--- src/rtl/pixel_compositor_if.sv ---
// Pixel bus between the layer index generators, sprite ROMs, palette host
// and the compositor; the compositor side uses the slave modport.
interface pixel_compositor_if;
  logic [9:0]  DrawX;
  logic [9:0]  DrawY;
  logic        blank_n;
  logic [17:0] kirbyindex;
  logic [17:0] areaindex;
  logic [17:0] enemyindex;
  logic [16:0] backindex;
  logic [16:0] starindex;
  logic        star_active;
  logic        enemy_active;
  logic [17:0] kirby_addr;
  logic [17:0] area_addr;
  logic [17:0] enemy_addr;
  logic [16:0] back_addr;
  logic [16:0] star_addr;
  logic [3:0]  kirby_data;
  logic [3:0]  area_data;
  logic [3:0]  enemy_data;
  logic [3:0]  back_data;
  logic [3:0]  star_data;
  logic        pal_we;
  logic [3:0]  pal_addr;
  logic [23:0] pal_wdata;
  logic [7:0]  Red;
  logic [7:0]  Green;
  logic [7:0]  Blue;
  logic        blank_n_out;
  logic        frame_done;
  logic        hit_kirby_enemy;
  logic        hit_star_enemy;

  modport master (
    output DrawX, DrawY, blank_n,
    output kirbyindex, areaindex, enemyindex,
    output backindex, starindex,
    output star_active, enemy_active,
    input  kirby_addr, area_addr, enemy_addr,
    input  back_addr, star_addr,
    output kirby_data, area_data, enemy_data,
    output back_data, star_data,
    output pal_we, pal_addr, pal_wdata,
    input  Red, Green, Blue, blank_n_out,
    input  frame_done,
    input  hit_kirby_enemy, hit_star_enemy
  );

  modport slave (
    input  DrawX, DrawY, blank_n,
    input  kirbyindex, areaindex, enemyindex,
    input  backindex, starindex,
    input  star_active, enemy_active,
    output kirby_addr, area_addr, enemy_addr,
    output back_addr, star_addr,
    input  kirby_data, area_data, enemy_data,
    input  back_data, star_data,
    input  pal_we, pal_addr, pal_wdata,
    output Red, Green, Blue, blank_n_out,
    output frame_done,
    output hit_kirby_enemy, hit_star_enemy
  );
endinterface

--- src/rtl/pixel_compositor.sv ---
// Three-stage layer compositor: ROM address, code capture, palette/RGB,
// with per-frame latched Kirby/enemy and star/enemy collision flags.
module pixel_compositor #(
  parameter logic [9:0]  X_MIN      = 10'd203,
  parameter logic [9:0]  X_MAX      = 10'd436,
  parameter logic [9:0]  Y_MIN      = 10'd152,
  parameter logic [9:0]  Y_MAX      = 10'd328,
  parameter logic [3:0]  TRANS_CODE = 4'h0,
  parameter logic [23:0] BORDER_RGB = 24'h000000
) (
  input logic Clk,
  input logic Reset,
  pixel_compositor_if.slave bus
);

  logic        w_win;
  logic        w_sof;
  logic [3:0]  w_pres;

  logic        r1_win, r1_bn, r1_sof;
  logic [3:0]  r1_pres;

  logic        r2_win, r2_bn, r2_sof;
  logic [3:0]  r2_pres;
  logic [3:0]  r2_s, r2_k, r2_e, r2_a, r2_b;

  logic [23:0] r_pal [16];
  logic        r_st_ke, r_st_se;

  logic        w_os, w_ok, w_oe, w_oa;
  logic        w_act, w_ke, w_se;
  logic [3:0]  w_code;
  logic [23:0] w_rgb;

  assign w_win = (bus.DrawX >= X_MIN) && (bus.DrawX < X_MAX) &&
                 (bus.DrawY >= Y_MIN) && (bus.DrawY < Y_MAX);
  assign w_sof = (bus.DrawX == 10'd0) && (bus.DrawY == 10'd0);

  // present flags ordered {star, kirby, enemy, area}
  assign w_pres = {
    (bus.starindex != '0) && bus.star_active,
    bus.kirbyindex != '0,
    (bus.enemyindex != '0) && bus.enemy_active,
    bus.areaindex != '0
  };

  assign w_os = r2_pres[3] && (r2_s != TRANS_CODE);
  assign w_ok = r2_pres[2] && (r2_k != TRANS_CODE);
  assign w_oe = r2_pres[1] && (r2_e != TRANS_CODE);
  assign w_oa = r2_pres[0] && (r2_a != TRANS_CODE);

  assign w_act = r2_win && r2_bn;
  assign w_ke  = w_act && w_ok && w_oe;
  assign w_se  = w_act && w_os && w_oe;

  always_comb begin
    w_code = r2_b;
    if (w_os)      w_code = r2_s;
    else if (w_ok) w_code = r2_k;
    else if (w_oe) w_code = r2_e;
    else if (w_oa) w_code = r2_a;
  end

  always_comb begin
    w_rgb = r_pal[w_code];
    if (!r2_win)     w_rgb = BORDER_RGB;
    else if (!r2_bn) w_rgb = 24'h000000;
  end

  always_ff @(posedge Clk) begin
    if (Reset) begin
      bus.kirby_addr <= '0;
      bus.area_addr  <= '0;
      bus.enemy_addr <= '0;
      bus.back_addr  <= '0;
      bus.star_addr  <= '0;
      r1_win  <= 1'b0;
      r1_bn   <= 1'b0;
      r1_sof  <= 1'b0;
      r1_pres <= '0;
    end else begin
      bus.kirby_addr <= bus.kirbyindex;
      bus.area_addr  <= bus.areaindex;
      bus.enemy_addr <= bus.enemyindex;
      bus.back_addr  <= bus.backindex;
      bus.star_addr  <= bus.starindex;
      r1_win  <= w_win;
      r1_bn   <= bus.blank_n;
      r1_sof  <= w_sof;
      r1_pres <= w_pres;
    end
  end

  always_ff @(posedge Clk) begin
    if (Reset) begin
      r2_win  <= 1'b0;
      r2_bn   <= 1'b0;
      r2_sof  <= 1'b0;
      r2_pres <= '0;
      r2_s    <= '0;
      r2_k    <= '0;
      r2_e    <= '0;
      r2_a    <= '0;
      r2_b    <= '0;
    end else begin
      r2_win  <= r1_win;
      r2_bn   <= r1_bn;
      r2_sof  <= r1_sof;
      r2_pres <= r1_pres;
      r2_s    <= bus.star_data;
      r2_k    <= bus.kirby_data;
      r2_e    <= bus.enemy_data;
      r2_a    <= bus.area_data;
      r2_b    <= bus.back_data;
    end
  end

  // writes land at the edge, so the S3 read this cycle sees the old entry
  always_ff @(posedge Clk) begin
    if (Reset) begin
      for (int i = 0; i < 16; i++) r_pal[i] <= '0;
    end else if (bus.pal_we) begin
      r_pal[bus.pal_addr] <= bus.pal_wdata;
    end
  end

  always_ff @(posedge Clk) begin
    if (Reset) begin
      bus.Red         <= '0;
      bus.Green       <= '0;
      bus.Blue        <= '0;
      bus.blank_n_out <= 1'b0;
      bus.frame_done  <= 1'b0;
      bus.hit_kirby_enemy <= 1'b0;
      bus.hit_star_enemy  <= 1'b0;
      r_st_ke <= 1'b0;
      r_st_se <= 1'b0;
    end else begin
      bus.Red         <= w_rgb[23:16];
      bus.Green       <= w_rgb[15:8];
      bus.Blue        <= w_rgb[7:0];
      bus.blank_n_out <= r2_bn;
      bus.frame_done  <= r2_sof;
      if (r2_sof) begin
        bus.hit_kirby_enemy <= r_st_ke;
        bus.hit_star_enemy  <= r_st_se;
        r_st_ke <= w_ke;
        r_st_se <= w_se;
      end else begin
        r_st_ke <= r_st_ke | w_ke;
        r_st_se <= r_st_se | w_se;
      end
    end
  end

endmodule

--- src/flat_wrapper.sv ---
// flat-port wrapper written by rule: the top's interface ports become plain ports
module pixel_compositor_flat 
#(
  parameter logic [9:0]  X_MIN      = 10'd203,
  parameter logic [9:0]  X_MAX      = 10'd436,
  parameter logic [9:0]  Y_MIN      = 10'd152,
  parameter logic [9:0]  Y_MAX      = 10'd328,
  parameter logic [3:0]  TRANS_CODE = 4'h0,
  parameter logic [23:0] BORDER_RGB = 24'h000000
)
  (Clk, Reset, bus_DrawX, bus_DrawY, bus_blank_n, bus_kirbyindex, bus_areaindex, bus_enemyindex, bus_backindex, bus_starindex, bus_star_active, bus_enemy_active, bus_kirby_addr, bus_area_addr, bus_enemy_addr, bus_back_addr, bus_star_addr, bus_kirby_data, bus_area_data, bus_enemy_data, bus_back_data, bus_star_data, bus_pal_we, bus_pal_addr, bus_pal_wdata, bus_Red, bus_Green, bus_Blue, bus_blank_n_out, bus_frame_done, bus_hit_kirby_enemy, bus_hit_star_enemy);
  pixel_compositor_if bus_i ();
  input logic Clk;
  input logic Reset;
  input wire logic [$bits(bus_i.DrawX)-1:0] bus_DrawX;
  input wire logic [$bits(bus_i.DrawY)-1:0] bus_DrawY;
  input wire logic [$bits(bus_i.blank_n)-1:0] bus_blank_n;
  input wire logic [$bits(bus_i.kirbyindex)-1:0] bus_kirbyindex;
  input wire logic [$bits(bus_i.areaindex)-1:0] bus_areaindex;
  input wire logic [$bits(bus_i.enemyindex)-1:0] bus_enemyindex;
  input wire logic [$bits(bus_i.backindex)-1:0] bus_backindex;
  input wire logic [$bits(bus_i.starindex)-1:0] bus_starindex;
  input wire logic [$bits(bus_i.star_active)-1:0] bus_star_active;
  input wire logic [$bits(bus_i.enemy_active)-1:0] bus_enemy_active;
  output wire logic [$bits(bus_i.kirby_addr)-1:0] bus_kirby_addr;
  output wire logic [$bits(bus_i.area_addr)-1:0] bus_area_addr;
  output wire logic [$bits(bus_i.enemy_addr)-1:0] bus_enemy_addr;
  output wire logic [$bits(bus_i.back_addr)-1:0] bus_back_addr;
  output wire logic [$bits(bus_i.star_addr)-1:0] bus_star_addr;
  input wire logic [$bits(bus_i.kirby_data)-1:0] bus_kirby_data;
  input wire logic [$bits(bus_i.area_data)-1:0] bus_area_data;
  input wire logic [$bits(bus_i.enemy_data)-1:0] bus_enemy_data;
  input wire logic [$bits(bus_i.back_data)-1:0] bus_back_data;
  input wire logic [$bits(bus_i.star_data)-1:0] bus_star_data;
  input wire logic [$bits(bus_i.pal_we)-1:0] bus_pal_we;
  input wire logic [$bits(bus_i.pal_addr)-1:0] bus_pal_addr;
  input wire logic [$bits(bus_i.pal_wdata)-1:0] bus_pal_wdata;
  output wire logic [$bits(bus_i.Red)-1:0] bus_Red;
  output wire logic [$bits(bus_i.Green)-1:0] bus_Green;
  output wire logic [$bits(bus_i.Blue)-1:0] bus_Blue;
  output wire logic [$bits(bus_i.blank_n_out)-1:0] bus_blank_n_out;
  output wire logic [$bits(bus_i.frame_done)-1:0] bus_frame_done;
  output wire logic [$bits(bus_i.hit_kirby_enemy)-1:0] bus_hit_kirby_enemy;
  output wire logic [$bits(bus_i.hit_star_enemy)-1:0] bus_hit_star_enemy;
  assign bus_i.DrawX = bus_DrawX;
  assign bus_i.DrawY = bus_DrawY;
  assign bus_i.blank_n = bus_blank_n;
  assign bus_i.kirbyindex = bus_kirbyindex;
  assign bus_i.areaindex = bus_areaindex;
  assign bus_i.enemyindex = bus_enemyindex;
  assign bus_i.backindex = bus_backindex;
  assign bus_i.starindex = bus_starindex;
  assign bus_i.star_active = bus_star_active;
  assign bus_i.enemy_active = bus_enemy_active;
  assign bus_kirby_addr = bus_i.kirby_addr;
  assign bus_area_addr = bus_i.area_addr;
  assign bus_enemy_addr = bus_i.enemy_addr;
  assign bus_back_addr = bus_i.back_addr;
  assign bus_star_addr = bus_i.star_addr;
  assign bus_i.kirby_data = bus_kirby_data;
  assign bus_i.area_data = bus_area_data;
  assign bus_i.enemy_data = bus_enemy_data;
  assign bus_i.back_data = bus_back_data;
  assign bus_i.star_data = bus_star_data;
  assign bus_i.pal_we = bus_pal_we;
  assign bus_i.pal_addr = bus_pal_addr;
  assign bus_i.pal_wdata = bus_pal_wdata;
  assign bus_Red = bus_i.Red;
  assign bus_Green = bus_i.Green;
  assign bus_Blue = bus_i.Blue;
  assign bus_blank_n_out = bus_i.blank_n_out;
  assign bus_frame_done = bus_i.frame_done;
  assign bus_hit_kirby_enemy = bus_i.hit_kirby_enemy;
  assign bus_hit_star_enemy = bus_i.hit_star_enemy;
  pixel_compositor #(.X_MIN(X_MIN), .X_MAX(X_MAX), .Y_MIN(Y_MIN), .Y_MAX(Y_MAX), .TRANS_CODE(TRANS_CODE), .BORDER_RGB(BORDER_RGB)) u_core (.Clk(Clk), .Reset(Reset), .bus(bus_i));
endmodule
--- config.mk ---
export PLATFORM = sky130hd
export DESIGN_NAME = pixel_compositor_flat
export DESIGN_NICKNAME = d
export VERILOG_FILES = /design/src/rtl/pixel_compositor_if.sv /design/src/rtl/pixel_compositor.sv /design/src/flat_wrapper.sv
export SDC_FILE = /design/constraint.sdc
export NUM_CORES = 1
export LEC_CHECK = 0
export ABC_AREA = 1
export CAP_MARGIN = 10
export CORE_MARGIN = 2
export CORE_UTILIZATION = 45
export CTS_CLUSTER_DIAMETER = 100
export DETAILED_ROUTE_END_ITERATION = 8
export PLACE_DENSITY_LB_ADDON = 0.1
export SLEW_MARGIN = 20
export SYNTH_ARGS = -nofsm -noshare
export SYNTH_HDL_FRONTEND = slang
export SYNTH_SLANG_ARGS = --single-unit
--- constraint.sdc ---
create_clock -name Clk -period 2.9 [get_ports Clk]
set_clock_uncertainty 0.15 [all_clocks]
set_input_delay 0.58 -clock Clk [delete_from_list [all_inputs] [get_ports Clk]]
set_output_delay 0.58 -clock Clk [all_outputs]
set_load 0.03 [all_outputs]
; ---- Word level (Yosys, flattened, before mapping)
; Memories as Yosys holds them, arrays and structs flattened. A register that Yosys moved wholly into a read port is not among the register bits.
; Cells that the tools add are included.
[classes]
order_cmp = 4
n_mux = 14
bitwise = 4
n_reduce_logical = 27
[op_table]
columns = operator, n
row1 = $reduce_bool 18->1, 3
row2 = $mux 24, 1
row3 = $reduce_or 24->1, 1
row4 = $ge 10x8->1 const B, 2
row5 = $logic_not 10->1, 2
row6 = $lt 10x9->1 const B, 2
row7 = $mux 4, 5
row8 = $reduce_bool 17->1, 1
row9 = $reduce_bool 4->1, 4
row10 = $logic_and 1x1->1, 15
row11 = $mux 1, 8
row12 = $reduce_or 3->1, 1
row13 = $not 1->1, 2
row14 = $or 1x1->1, 2
[word_totals]
ff_bits = 128
mem_bits_rw = 384
out_inout_bits = 116
n_memories = 1
[memory_table]
columns = memory, words, word_bits, rd, rd_ports_with_merged_regs, write_ports, line
row1 = u_core.r_pal, 16, 24, 1, 1, 16, pixel_compositor.sv:27  ; logic [23:0] r_pal [16];

; ---- Depth between registers and ports, before layout
; Gate-level depths: netlist (run 1).
[depth]
depth_word = 6
ltp_mapped = 16

; ---- Worst setup path before layout (run 1)
; Ideal clock, no wire load.
[synth_path]
path_type = in2reg
start = input port Reset
end = memory u_core.r_pal[10][0], enable pin
arrival_time_ns = 2.150
required_time_ns = 2.369
slack_ns = 0.219
cell_stages = 7
path_buffers = 2
cell_sequence = clkbuf_1 > inv_1 > nand2_1 > nor3_1 > nand2_1 > clkbuf_1 > nand2_1
[synth_rtl]
columns = item, line
row1 = from (decl), flat_wrapper.sv:14  ; input logic Reset;
row2 = to (decl), pixel_compositor.sv:27

; ---- Worst setup path after layout (run 1)
[layout_path]
start = register u_core.r2_a[3]
end = register u_core.bus.Red[4]
[layout_between]
elab_chain_cells = 6
[layout_lines]
columns = item, line
row1 = from (decl), pixel_compositor.sv:25  ; logic [3:0] r2_s, r2_k, r2_e, r2_a, r2_b;
row2 = from (signal assigned), pixel_compositor.sv:113  ; r2_a <= bus.area_data;
row3 = $reduce_bool 4->1, pixel_compositor.sv:50  ; assign w_oa = r2_pres[0] && (r2_a != TRANS_CODE);
row4 = $logic_and 1x1->1, pixel_compositor.sv:50
row5 = $mux 4 *, pixel_compositor.sv:61  ; else if (w_oa) w_code = r2_a;
row6 = $mux 4 *, pixel_compositor.sv:60  ; else if (w_oe) w_code = r2_e;
row7 = $mux 4 *, pixel_compositor.sv:59  ; else if (w_ok) w_code = r2_k;
row8 = $mux 4 *, pixel_compositor.sv:58  ; if (w_os) w_code = r2_s;
row9 = to (signal assigned), pixel_compositor.sv:139  ; bus.Red <= w_rgb[23:16];
row10 = to (decl), pixel_compositor_if.sv:60  ; output Red, Green, Blue, blank_n_out,
; Every way passes the cells marked *; elsewhere a longest branch is shown, timed or not.
; A chain may end at the register's enable or synchronous reset.

==> report_table.html, run 1 <==
<table>
<tr><th>Metric</th><th>Value</th></tr>
<tr><th colspan="2">Timing</th></tr>
<tr><td>Final Setup Violations</td><td>0</td></tr>
<tr><td>Hold Vio Cnt, Final</td><td>0</td></tr>
<tr><td>Crit path time final</td><td>roughly 2.6 ns</td></tr>
<tr><td>Part of the cycle the worst path needs</td><td>0.903</td></tr>
<tr><td>Setup repair after global routing missed its margin</td><td>no</td></tr>
<tr><td>Tightest Pin Transition</td><td>0.861 ns</td></tr>
<tr><td>Setup total negative slack</td><td>0 ns</td></tr>
<tr><td>Max transition margin</td><td>0.426</td></tr>
<tr><td>Max Clock Freq</td><td>382 MHz</td></tr>
<tr><td>Fin. max-slew vios</td><td>0</td></tr>
<tr><th colspan="2">Cells and area</th></tr>
<tr><td>Antenna diode count</td><td>0</td></tr>
<tr><td>Filler Cell Count</td><td>~4600</td></tr>
<tr><td>Net total in the final layout</td><td>between 2000 and 3000</td></tr>
<tr><td>Share of final-layout standard cells stronger than drive strength 1</td><td>0.0727</td></tr>
<tr><td>Area of the multi-input gates</td><td>0.00648 sq mm</td></tr>
<tr><td>Total area of sequential cells</td><td>approximately 0.015 sq mm</td></tr>
<tr><td>Area grow syn2layout</td><td>25.0%</td></tr>
<tr><td>Utilization of the core after routing</td><td>0.568</td></tr>
<tr><th colspan="2">Global routing</th></tr>
<tr><td>Overall routing resource usage</td><td>0.250</td></tr>
<tr><td>Initial antenna violation count</td><td>0</td></tr>
<tr><td>Number of global-route vias before repair</td><td>17900</td></tr>
<tr><td>Met3 track demand over resource in global routing</td><td>0.0503</td></tr>
<tr><td>Grt met1 use</td><td>0.307</td></tr>
<tr><td>GRT overflow</td><td>0</td></tr>
<tr><td>Busiest layer in global routing</td><td>met2</td></tr>
<tr><td>Global-route wire length before repair</td><td>roughly 100 mm</td></tr>
<tr><td>GRT met2 Usage</td><td>0.435</td></tr>
<tr><td>Maximum number of pins on one net before global-route repair</td><td>between 80 and 90</td></tr>
<tr><th colspan="2">Clock tree</th></tr>
<tr><td>Sink count of the clock tree</td><td>between 500 and 600</td></tr>
<tr><td>Clk slew on worst S/H paths</td><td>around 0.060 ns</td></tr>
<tr><td>Clock tree buffer depth</td><td>3</td></tr>
<tr><td>Number of gates given a new drive strength after cts</td><td>0</td></tr>
<tr><td>Root cell of the clock tree</td><td>sky130_fd_sc_hd__clkbuf_16</td></tr>
<tr><td>Number of buffers inserted by hold repair at cts</td><td>0</td></tr>
<tr><td>Clk_lat worst skew</td><td>0.61 ns</td></tr>
<tr><td>Cts bufs inserted</td><td>58</td></tr>
<tr><td>Clock tree from TritonCTS</td><td>done</td></tr>
<tr><td>Buffer count from post-CTS setup fixing</td><td>0</td></tr>
<tr><td>Count of H-tree levels built during CTS</td><td>2</td></tr>
<tr><th colspan="2">Setup path</th></tr>
<tr><td>Critical-path cell with the highest stage delay</td><td>sky130_fd_sc_hd__buf_4</td></tr>
<tr><td>CP max stage delay</td><td>0.40 ns</td></tr>
<tr><td>Element type at the critical path start</td><td>flip-flop</td></tr>
<tr><td>Cell seen most often among critical-path stages</td><td>sky130_fd_sc_hd__nand2_1</td></tr>
<tr><td>Largest fanout on the critical path</td><td>38</td></tr>
<tr><td>Critical path type</td><td>reg -&gt; reg</td></tr>
<tr><td>R2R Setup Slk</td><td>between 0.2 and 0.3 ns</td></tr>
<tr><td>Worst path required time</td><td>3.25 ns</td></tr>
<tr><td>Worst path cell trace</td><td>nor2_1 &gt; nand2_1 &gt; nand2_1 &gt; nand2_1 &gt; nand2_1 &gt; nand2_1 &gt; nand2_8 &gt; buf_4 &gt; buf_4 &gt; nand3_1 &gt; nand2_1 &gt; nand2_1 &gt; nand3_1 &gt; nand3_1 &gt; a21oi_1</td></tr>
<tr><td>Worst endpoint data arrival time</td><td>about 3.0 ns</td></tr>
<tr><td>Element type at the critical path end</td><td>flip-flop</td></tr>
<tr><th colspan="2">Logic synthesis</th></tr>
<tr><td>Cells after synthesis</td><td>around 2500</td></tr>
<tr><td>Warning count from the yosys run</td><td>0</td></tr>
<tr><td>Post-synthesis compound-gate area fraction</td><td>0.0125</td></tr>
<tr><td>Synthesized-area fraction occupied by xor and xnor cells</td><td>0</td></tr>
<tr><td>Part of the Yosys area used for sequential elements</td><td>0.625</td></tr>
<tr><td>Combinational family with the most area after synthesis</td><td>simple AND/OR/NAND/NOR gates</td></tr>
<tr><td>FF+latch count, synth</td><td>approximately 540</td></tr>
<tr><td>Mean instance size in the synthesized netlist</td><td>9.17 sq um</td></tr>
<tr><td>Area fraction of the dominant cell type after synthesis</td><td>0.495</td></tr>
<tr><td>Library cells used by synthesis</td><td>30</td></tr>
<tr><td>Fraction of the mapped netlist area in adder cells</td><td>0</td></tr>
<tr><td>Post-synth net total</td><td>about 2700</td></tr>
<tr><td>Largest area contributor in the synthesized netlist</td><td>sky130_fd_sc_hd__edfxtp_1</td></tr>
<tr><td>Netlist Area Pre-Place</td><td>about 0.023 sq mm</td></tr>
<tr><td>Async SR Flop Fraction</td><td>0</td></tr>
<tr><td>Simple logic cell fraction of the synthesized area</td><td>0.263</td></tr>
<tr><td>Cells taking the most area after synthesis</td><td>sky130_fd_sc_hd__edfxtp_1 49%, sky130_fd_sc_hd__dfxtp_1 13%, sky130_fd_sc_hd__nand3_1 8.9%</td></tr>
<tr><td>Number of enable flip-flop cells after synthesis</td><td>roughly 380</td></tr>
<tr><td>Proportion of synthesized area in mux cells</td><td>0</td></tr>
<tr><td>Most instantiated flip-flop cell in the synthesis netlist</td><td>sky130_fd_sc_hd__edfxtp_1</td></tr>
<tr><th colspan="2">Place</th></tr>
<tr><td>Port Buf Inserts</td><td>around 280</td></tr>
<tr><td>Final weighted congestion in routability-driven placement</td><td>0.840</td></tr>
<tr><td>Detailed-placement wirelength estimate</td><td>44.0 mm</td></tr>
<tr><th colspan="2">Route</th></tr>
<tr><td>Routed vias</td><td>between 15000 and 20000</td></tr>
<tr><td>Count of TritonRoute iterations in the first routing pass</td><td>6</td></tr>
<tr><td>Antenna viol nets, final</td><td>0</td></tr>
<tr><td>Drt initial violations</td><td>~1300</td></tr>
<tr><td>DR DRC count</td><td>0</td></tr>
<tr><td>Routed length per placed instance</td><td>between 15 and 20 microns</td></tr>
<tr><td>Wire length reported by the detailed router</td><td>between 60 and 70 mm</td></tr>
<tr><td>Via-to-Cell Ratio</td><td>5.12</td></tr>
<tr><th colspan="2">Outcome</th></tr>
<tr><td>Status</td><td>completed</td></tr>
<tr><th colspan="2">Power</th></tr>
<tr><td>Cell Pwr Density</td><td>around 640 mW/mm^2</td></tr>
<tr><td>Static power due to leakage</td><td>roughly 13 nW</td></tr>
<tr><td>VDD IR-drop max</td><td>437 uV</td></tr>
<tr><th colspan="2">Floorplanning</th></tr>
<tr><td>Initial Utilization</td><td>0.455</td></tr>
<tr><td>Total core area</td><td>around 0.051 sq mm</td></tr>
<tr><td>X dimension of the die</td><td>roughly 230 microns</td></tr>
<tr><td>Die H</td><td>approximately 230 microns</td></tr>
<tr><td>Core Rows</td><td>83</td></tr>
<tr><td>I/O Pins</td><td>roughly 280</td></tr>
<tr><td>DIE AREA</td><td>roughly 0.054 sq mm</td></tr>
<tr><th colspan="2">Worst hold path</th></tr>
<tr><td>Type of the worst min-delay path</td><td>reg -&gt; reg</td></tr>
<tr><th colspan="2">Job</th></tr>
<tr><td>Max-cap violations</td><td>0</td></tr>
</table>
cell usage after synthesis (2+ instances only):
| cell type | count |
|---|---|
| sky130_fd_sc_hd__a31oi_1 | 4 |
| sky130_fd_sc_hd__nand4_1 | 12 |
| sky130_fd_sc_hd__o211ai_1 | 2 |
| sky130_fd_sc_hd__or2_2 | 2 |
| sky130_fd_sc_hd__nand2_1 | 307 |
| sky130_fd_sc_hd__edfxtp_1 | 384 |
| sky130_fd_sc_hd__nand3b_1 | 97 |
| sky130_fd_sc_hd__nor4_1 | 12 |
| sky130_fd_sc_hd__dfxtp_1 | 152 |
| sky130_fd_sc_hd__o21ai_0 | 7 |
| sky130_fd_sc_hd__nor2_1 | 522 |
| sky130_fd_sc_hd__nand3_1 | 414 |
| sky130_fd_sc_hd__nand2_2 | 4 |
| sky130_fd_sc_hd__buf_4 | 4 |
| sky130_fd_sc_hd__inv_1 | 406 |
| sky130_fd_sc_hd__buf_1 | 4 |
| sky130_fd_sc_hd__buf_2 | 71 |
| sky130_fd_sc_hd__o311ai_0 | 2 |
| sky130_fd_sc_hd__nor3_1 | 5 |
| sky130_fd_sc_hd__inv_2 | 6 |
| sky130_fd_sc_hd__clkbuf_1 | 89 |
| sky130_fd_sc_hd__buf_6 | 3 |
| sky130_fd_sc_hd__a21oi_1 | 28 |
through the flow:
stage	total power, mW	hold slack (ns)	cells	worst slack [ns]	area [sq um]
after floorplan	10.4	0.238	2544	0.219	23300
after global placement	11.5	0.241	3432	0.255	27300
after detailed placement	11.5	0.245	3432	0.278	27300
after CTS	18.8	0.253	3542	0.283	29200
after global routing	19.3	0.271	3542	0.0168	29200
final	18.6	0.251	3542	0.282	29200
worst paths after layout:
kind,end,cells after the start,start
setup / recovery,u_core.bus.Red[4],15,u_core.r2_a[3]
hold / removal,u_core.r2_win,2,u_core.r1_win
setup reg to reg,u_core.bus.Red[4],15,u_core.r2_a[3]
hold reg to reg,u_core.r2_win,2,u_core.r1_win
state kept, by name, indices dropped and copies added, names as in the netlist, 4 cells and up:
signal,cells
u_core.bus.kirby_addr,18
u_core.bus.enemy_addr,18
u_core.bus.Blue,8
u_core.bus.Green,8
u_core.r1_pres,4
u_core.r_pal,384
u_core.r2_s,4
u_core.r2_a,4
u_core.r2_pres,4
u_core.r2_e,4
u_core.bus.back_addr,17
u_core.r2_b,4
u_core.bus.star_addr,17
u_core.r2_k,4
u_core.bus.Red,8
u_core.bus.area_addr,18
cells in the final DEF, fill, tap and decap left out, types with 15 or more instances in the layout:
cell type / n
sky130_fd_sc_hd__nand2_1: 304
sky130_fd_sc_hd__edfxtp_1: 384
sky130_fd_sc_hd__dfxtp_1: 152
sky130_fd_sc_hd__inv_1: 406
sky130_fd_sc_hd__clkbuf_16: 61
sky130_fd_sc_hd__clkbuf_1: 15
sky130_fd_sc_hd__nand3_1: 414
sky130_fd_sc_hd__buf_12: 23
sky130_fd_sc_hd__buf_4: 80
sky130_fd_sc_hd__clkdlybuf4s50_1: 276
sky130_fd_sc_hd__nand3b_1: 97
sky130_fd_sc_hd__a21oi_1: 27
sky130_fd_sc_hd__nor2_1: 522
where the power goes:
group	switching, mW	internal, mW	leakage (nW)
registers	0.106	8.59	4.92
clock network	3.00	4.25	0.932
logic	1.70	0.955	6.85
final cells by class:
type	instances	area share
inverter	412	0.0530
multi-input combinational	1425	0.222
clock buffer	86	0.0590
tap	680	0.0292
clock inverter	24	0.00554
sequential	536	0.500
timing repair buffer	379	0.131
critical path, delay by kind of cell, from the launching register on:
family,cells,cell delay [ns]
flip-flops,1,0.30
AND/OR/NAND/NOR,12,1.08
AO/OA/AOI/OAI,1,0.26
buffers and inverters,2,0.70
cell families (layout without fill, tap and decap cells):
kind of cell	after synthesis	in the layout
simple gates	1376	1376
buf+inv	583	901
flops	536	536
compound gates	49	49
routing by layer:
metal | vias to the layer above | part of all wire | routed length, microns
li1 | 8676 | - | -
met4 | 0 | 0.035 | 2300
met3 | 127 | 0.074 | 4910
met2 | 652 | 0.49 | 32900
met1 | 8679 | 0.40 | 26400
met5 | - | 0 | 0
Note: power is estimated with default switching activity, not from simulation.
==> run 2: changes to the inputs <==
--- a/config.mk
+++ b/config.mk
@@ -8,7 +8,7 @@
 export ABC_AREA = 1
 export CAP_MARGIN = 10
 export CORE_MARGIN = 2
-export CORE_UTILIZATION = 45
+export CORE_UTILIZATION = 56
 export CTS_CLUSTER_DIAMETER = 100
 export DETAILED_ROUTE_END_ITERATION = 8
 export PLACE_DENSITY_LB_ADDON = 0.1
==> run 2 against run 1 <==
Clock-buffer cell count stayed put. Combinational power fell by 2%. Setup slack improved by 0.056 ns. Cell count is 4.7% lower. First-iteration DRC count increased by 29%. Highest routed layer unchanged. Critical path type unchanged. Largest power group unchanged. Utilization grew 14 points. Largest cell class unchanged. Via count grew 1.8%. Final area is 0.98% lower. Non-clock buffer count down 9. Critical endpoint is now u_core.bus.Red[6]. Register-to-register slack better by 0.06 ns.
==> report_table.html, run 2 (synthesis gave the netlist of run 1 again) <==
<table>
<tr><th>Metric</th><th>Value</th></tr>
<tr><th colspan="2">Cells and area</th></tr>
<tr><td>Share of final-layout standard cells stronger than drive strength 1</td><td>0.0699</td></tr>
<tr><td>Antenna diode count</td><td>0</td></tr>
<tr><td>Filler Cell Count</td><td>3137</td></tr>
<tr><td>Most flop-heavy register</td><td>u_core.r_pal</td></tr>
<tr><td>Utilization of the core after routing</td><td>0.705</td></tr>
<tr><td>Net total in the final layout</td><td>around 3000</td></tr>
<tr><td>Most frequent cells in the layout</td><td>522 x sky130_fd_sc_hd__nor2_1, 414 x sky130_fd_sc_hd__nand3_1, 406 x sky130_fd_sc_hd__inv_1, 384 x sky130_fd_sc_hd__edfxtp_1, 304 x sky130_fd_sc_hd__nand2_1</td></tr>
<tr><td>Area grow syn2layout</td><td>23.8%</td></tr>
<tr><td>Most common library cell in the layout ignoring fill and taps</td><td>sky130_fd_sc_hd__nor2_1</td></tr>
<tr><td>Flip-flop count of the largest register after layout</td><td>384</td></tr>
<tr><th colspan="2">Floorplanning</th></tr>
<tr><td>Core Rows</td><td>74</td></tr>
<tr><td>Total core area</td><td>0.0409 sq mm</td></tr>
<tr><td>Die H</td><td>about 210 microns</td></tr>
<tr><td>I/O Pins</td><td>278</td></tr>
<tr><td>X dimension of the die</td><td>between 200 and 250 microns</td></tr>
<tr><td>DIE AREA</td><td>between 0.04 and 0.05 sq mm</td></tr>
<tr><td>Initial Utilization</td><td>0.570</td></tr>
<tr><th colspan="2">Global routing</th></tr>
<tr><td>Number of global-route vias before repair</td><td>around 19000</td></tr>
<tr><td>GRT overflow</td><td>0</td></tr>
<tr><td>Overall routing resource usage</td><td>0.293</td></tr>
<tr><td>Global-route wire length before repair</td><td>99.7 mm</td></tr>
<tr><td>Initial antenna violation count</td><td>0</td></tr>
<tr><td>Maximum number of pins on one net before global-route repair</td><td>slightly below 100</td></tr>
<tr><th colspan="2">Clock tree</th></tr>
<tr><td>Root cell of the clock tree</td><td>sky130_fd_sc_hd__clkbuf_16</td></tr>
<tr><td>Clock tree buffer depth</td><td>3</td></tr>
<tr><td>Number of buffers inserted by hold repair at cts</td><td>0</td></tr>
<tr><td>Sink count of the clock tree</td><td>~540</td></tr>
<tr><td>Cts bufs inserted</td><td>between 50 and 60</td></tr>
<tr><td>Number of gates given a new drive strength after cts</td><td>0</td></tr>
<tr><td>Clk_lat worst skew</td><td>~0.59 ns</td></tr>
<tr><td>Clk slew on worst S/H paths</td><td>0.06 ns</td></tr>
<tr><td>Count of H-tree levels built during CTS</td><td>2</td></tr>
<tr><td>Clock tree from TritonCTS</td><td>done</td></tr>
<tr><td>Buffer count from post-CTS setup fixing</td><td>0</td></tr>
<tr><th colspan="2">Timing</th></tr>
<tr><td>Max Clock Freq</td><td>between 300 and 400 MHz</td></tr>
<tr><td>Final setup margin</td><td>around 0.34 ns</td></tr>
<tr><td>Setup total negative slack</td><td>0 ns</td></tr>
<tr><td>Crit path time final</td><td>~2.6 ns</td></tr>
<tr><td>Max transition margin</td><td>0.415</td></tr>
<tr><td>Tightest Pin Transition</td><td>roughly 0.88 ns</td></tr>
<tr><td>Setup repair after global routing missed its margin</td><td>no</td></tr>
<tr><td>Hold Vio Cnt, Final</td><td>0</td></tr>
<tr><td>Fin. max-slew vios</td><td>0</td></tr>
<tr><td>Worst hold slack across all endpoints</td><td>approximately 0.2 ns</td></tr>
<tr><td>Part of the cycle the worst path needs</td><td>0.884</td></tr>
<tr><td>Final Setup Violations</td><td>0</td></tr>
<tr><th colspan="2">Setup path</th></tr>
<tr><td>Crit Reg-Reg Endpoint</td><td>u_core.bus.Red[6]</td></tr>
<tr><td>Element type at the critical path end</td><td>flip-flop</td></tr>
<tr><td>Worst path cell trace</td><td>nor2_1 &gt; nand2_1 &gt; nand2_1 &gt; o211ai_1 &gt; nand3_1 &gt; nand2_1 &gt; nand2_2 &gt; buf_12 &gt; nand3_1 &gt; nand3_1 &gt; a21oi_1</td></tr>
<tr><td>Largest fanout on the critical path</td><td>24</td></tr>
<tr><td>Family with the most delay on the worst path</td><td>simple AND/OR/NAND/NOR gates</td></tr>
<tr><td>Number of buffer and inverter stages on the critical path</td><td>1</td></tr>
<tr><td>Worst endpoint data arrival time</td><td>a little under 3 ns</td></tr>
<tr><td>CP max stage delay</td><td>roughly 0.38 ns</td></tr>
<tr><td>Count of cells along the worst register-to-register path</td><td>11</td></tr>
<tr><td>R2r startpoint</td><td>u_core.r2_a[0]</td></tr>
<tr><td>Worst path required time</td><td>about 3.3 ns</td></tr>
<tr><td>Critical-path cell with the highest stage delay</td><td>sky130_fd_sc_hd__nand2_2</td></tr>
<tr><td>Element type at the critical path start</td><td>flip-flop</td></tr>
<tr><td>Critical path type</td><td>reg -&gt; reg</td></tr>
<tr><td>R2R Setup Slk</td><td>0.34 ns</td></tr>
<tr><th colspan="2">Route</th></tr>
<tr><td>DR DRC count</td><td>0</td></tr>
<tr><td>Routed length per placed instance</td><td>around 19 microns</td></tr>
<tr><td>Count of TritonRoute iterations in the first routing pass</td><td>5</td></tr>
<tr><td>Antenna viol nets, final</td><td>0</td></tr>
<tr><td>Routed vias</td><td>roughly 18000</td></tr>
<tr><td>Wire length reported by the detailed router</td><td>about 63 mm</td></tr>
<tr><td>Drt initial violations</td><td>1697</td></tr>
<tr><td>Via-to-Cell Ratio</td><td>approximately 5.5</td></tr>
<tr><th colspan="2">Worst hold path</th></tr>
<tr><td>Hold Path Sink</td><td>u_core.r1_win</td></tr>
<tr><td>Cell depth of the worst hold path</td><td>4</td></tr>
<tr><td>Type of the worst min-delay path</td><td>in -&gt; reg</td></tr>
<tr><td>Critical hold path startpoint</td><td>Reset</td></tr>
<tr><th colspan="2">Power</th></tr>
<tr><td>VDD IR-drop max</td><td>519 uV</td></tr>
<tr><td>Static power due to leakage</td><td>around 13 nW</td></tr>
<tr><td>Overall Power</td><td>roughly 18 mW</td></tr>
<tr><td>Cell Pwr Density</td><td>around 640 mW/mm^2</td></tr>
<tr><th colspan="2">Job</th></tr>
<tr><td>Max-cap violations</td><td>0</td></tr>
<tr><th colspan="2">Place</th></tr>
<tr><td>Detailed-placement wirelength estimate</td><td>41.2 mm</td></tr>
<tr><td>Final weighted congestion in routability-driven placement</td><td>about 0.89</td></tr>
<tr><td>Port Buf Inserts</td><td>between 200 and 300</td></tr>
<tr><td>Place WS</td><td>just over 0.09 ns</td></tr>
<tr><th colspan="2">Outcome</th></tr>
<tr><td>Status</td><td>completed</td></tr>
</table>
## run 2: changes by cell type in the layout (fill, tap and decap cells not counted), sizes merged
| cell | previous run | this run |
|---|---|---|
| buf | 103 | 94 |
| clkinv | 22 | 13 |
| bufinv | 2 | 3 |
## run 2: worst max-delay path by stage
stage                   start                  end  slack (ns)  cells past startpoint
2_1_floorplan           Reset  u_core.r_pal[10][0]        0.22                      7
3_3_place_gp       bus_pal_we   u_core.r_pal[6][8]        0.13                      7
3_5_place_dp       bus_pal_we   u_core.r_pal[6][7]        0.09                      7
4_1_cts        u_core.r2_a[0]    u_core.bus.Red[6]        0.30                     14
5_1_grt        u_core.r2_a[3]    u_core.bus.Red[5]        0.14                     12
6_report       u_core.r2_a[0]    u_core.bus.Red[6]        0.34                     11
## run 2: report_power, final
part / internal [mW] / leakage, nW / switching (mW) / total (mW)
registers: 8.59 / 4.92 / 0.112 / 8.70
logic: 0.933 / 6.80 / 1.67 / 2.60
clock network: 4.26 / 0.918 / 2.87 / 7.13
total: 13.8 / 12.6 / 4.65 / 18.4
## run 2: worst min-delay path, stage by stage
cell and delay (ns):
sky130_fd_sc_hd__buf_4 0.12, sky130_fd_sc_hd__nor3_1 0.07, sky130_fd_sc_hd__o21ai_0 0.07, sky130_fd_sc_hd__a211oi_1 0.05
## run 2: stage by stage
stage / std cells / instance area (sq um)
after CTS: 3377 / 28900
after detailed placement: 3275 / 27000
after global placement: 3275 / 27000
final: 3377 / 28900
after global routing: 3377 / 28900
after floorplan: 2544 / 23300
## run 2: final cells by class
type,instances,area (sq um),area share
well taps,532,666,0.0231
clock inverters,16,151,0.00524
flip-flops and latches,536,14600,0.505
clock buffers,86,1700,0.0588
repair buffers,370,3760,0.130
multi-input cells,1425,6480,0.224
inverters,412,1550,0.0536
## run 2: metal layers
metal	wire length, microns	track usage	vias up	share of wire
met3	5310	0.0537	178	0.084
li1	-	-	8653	-
met1	23000	0.351	8769	0.37
met4	3020	0.144	0	0.048
met2	31500	0.509	856	0.50
met5	0	0	-	0
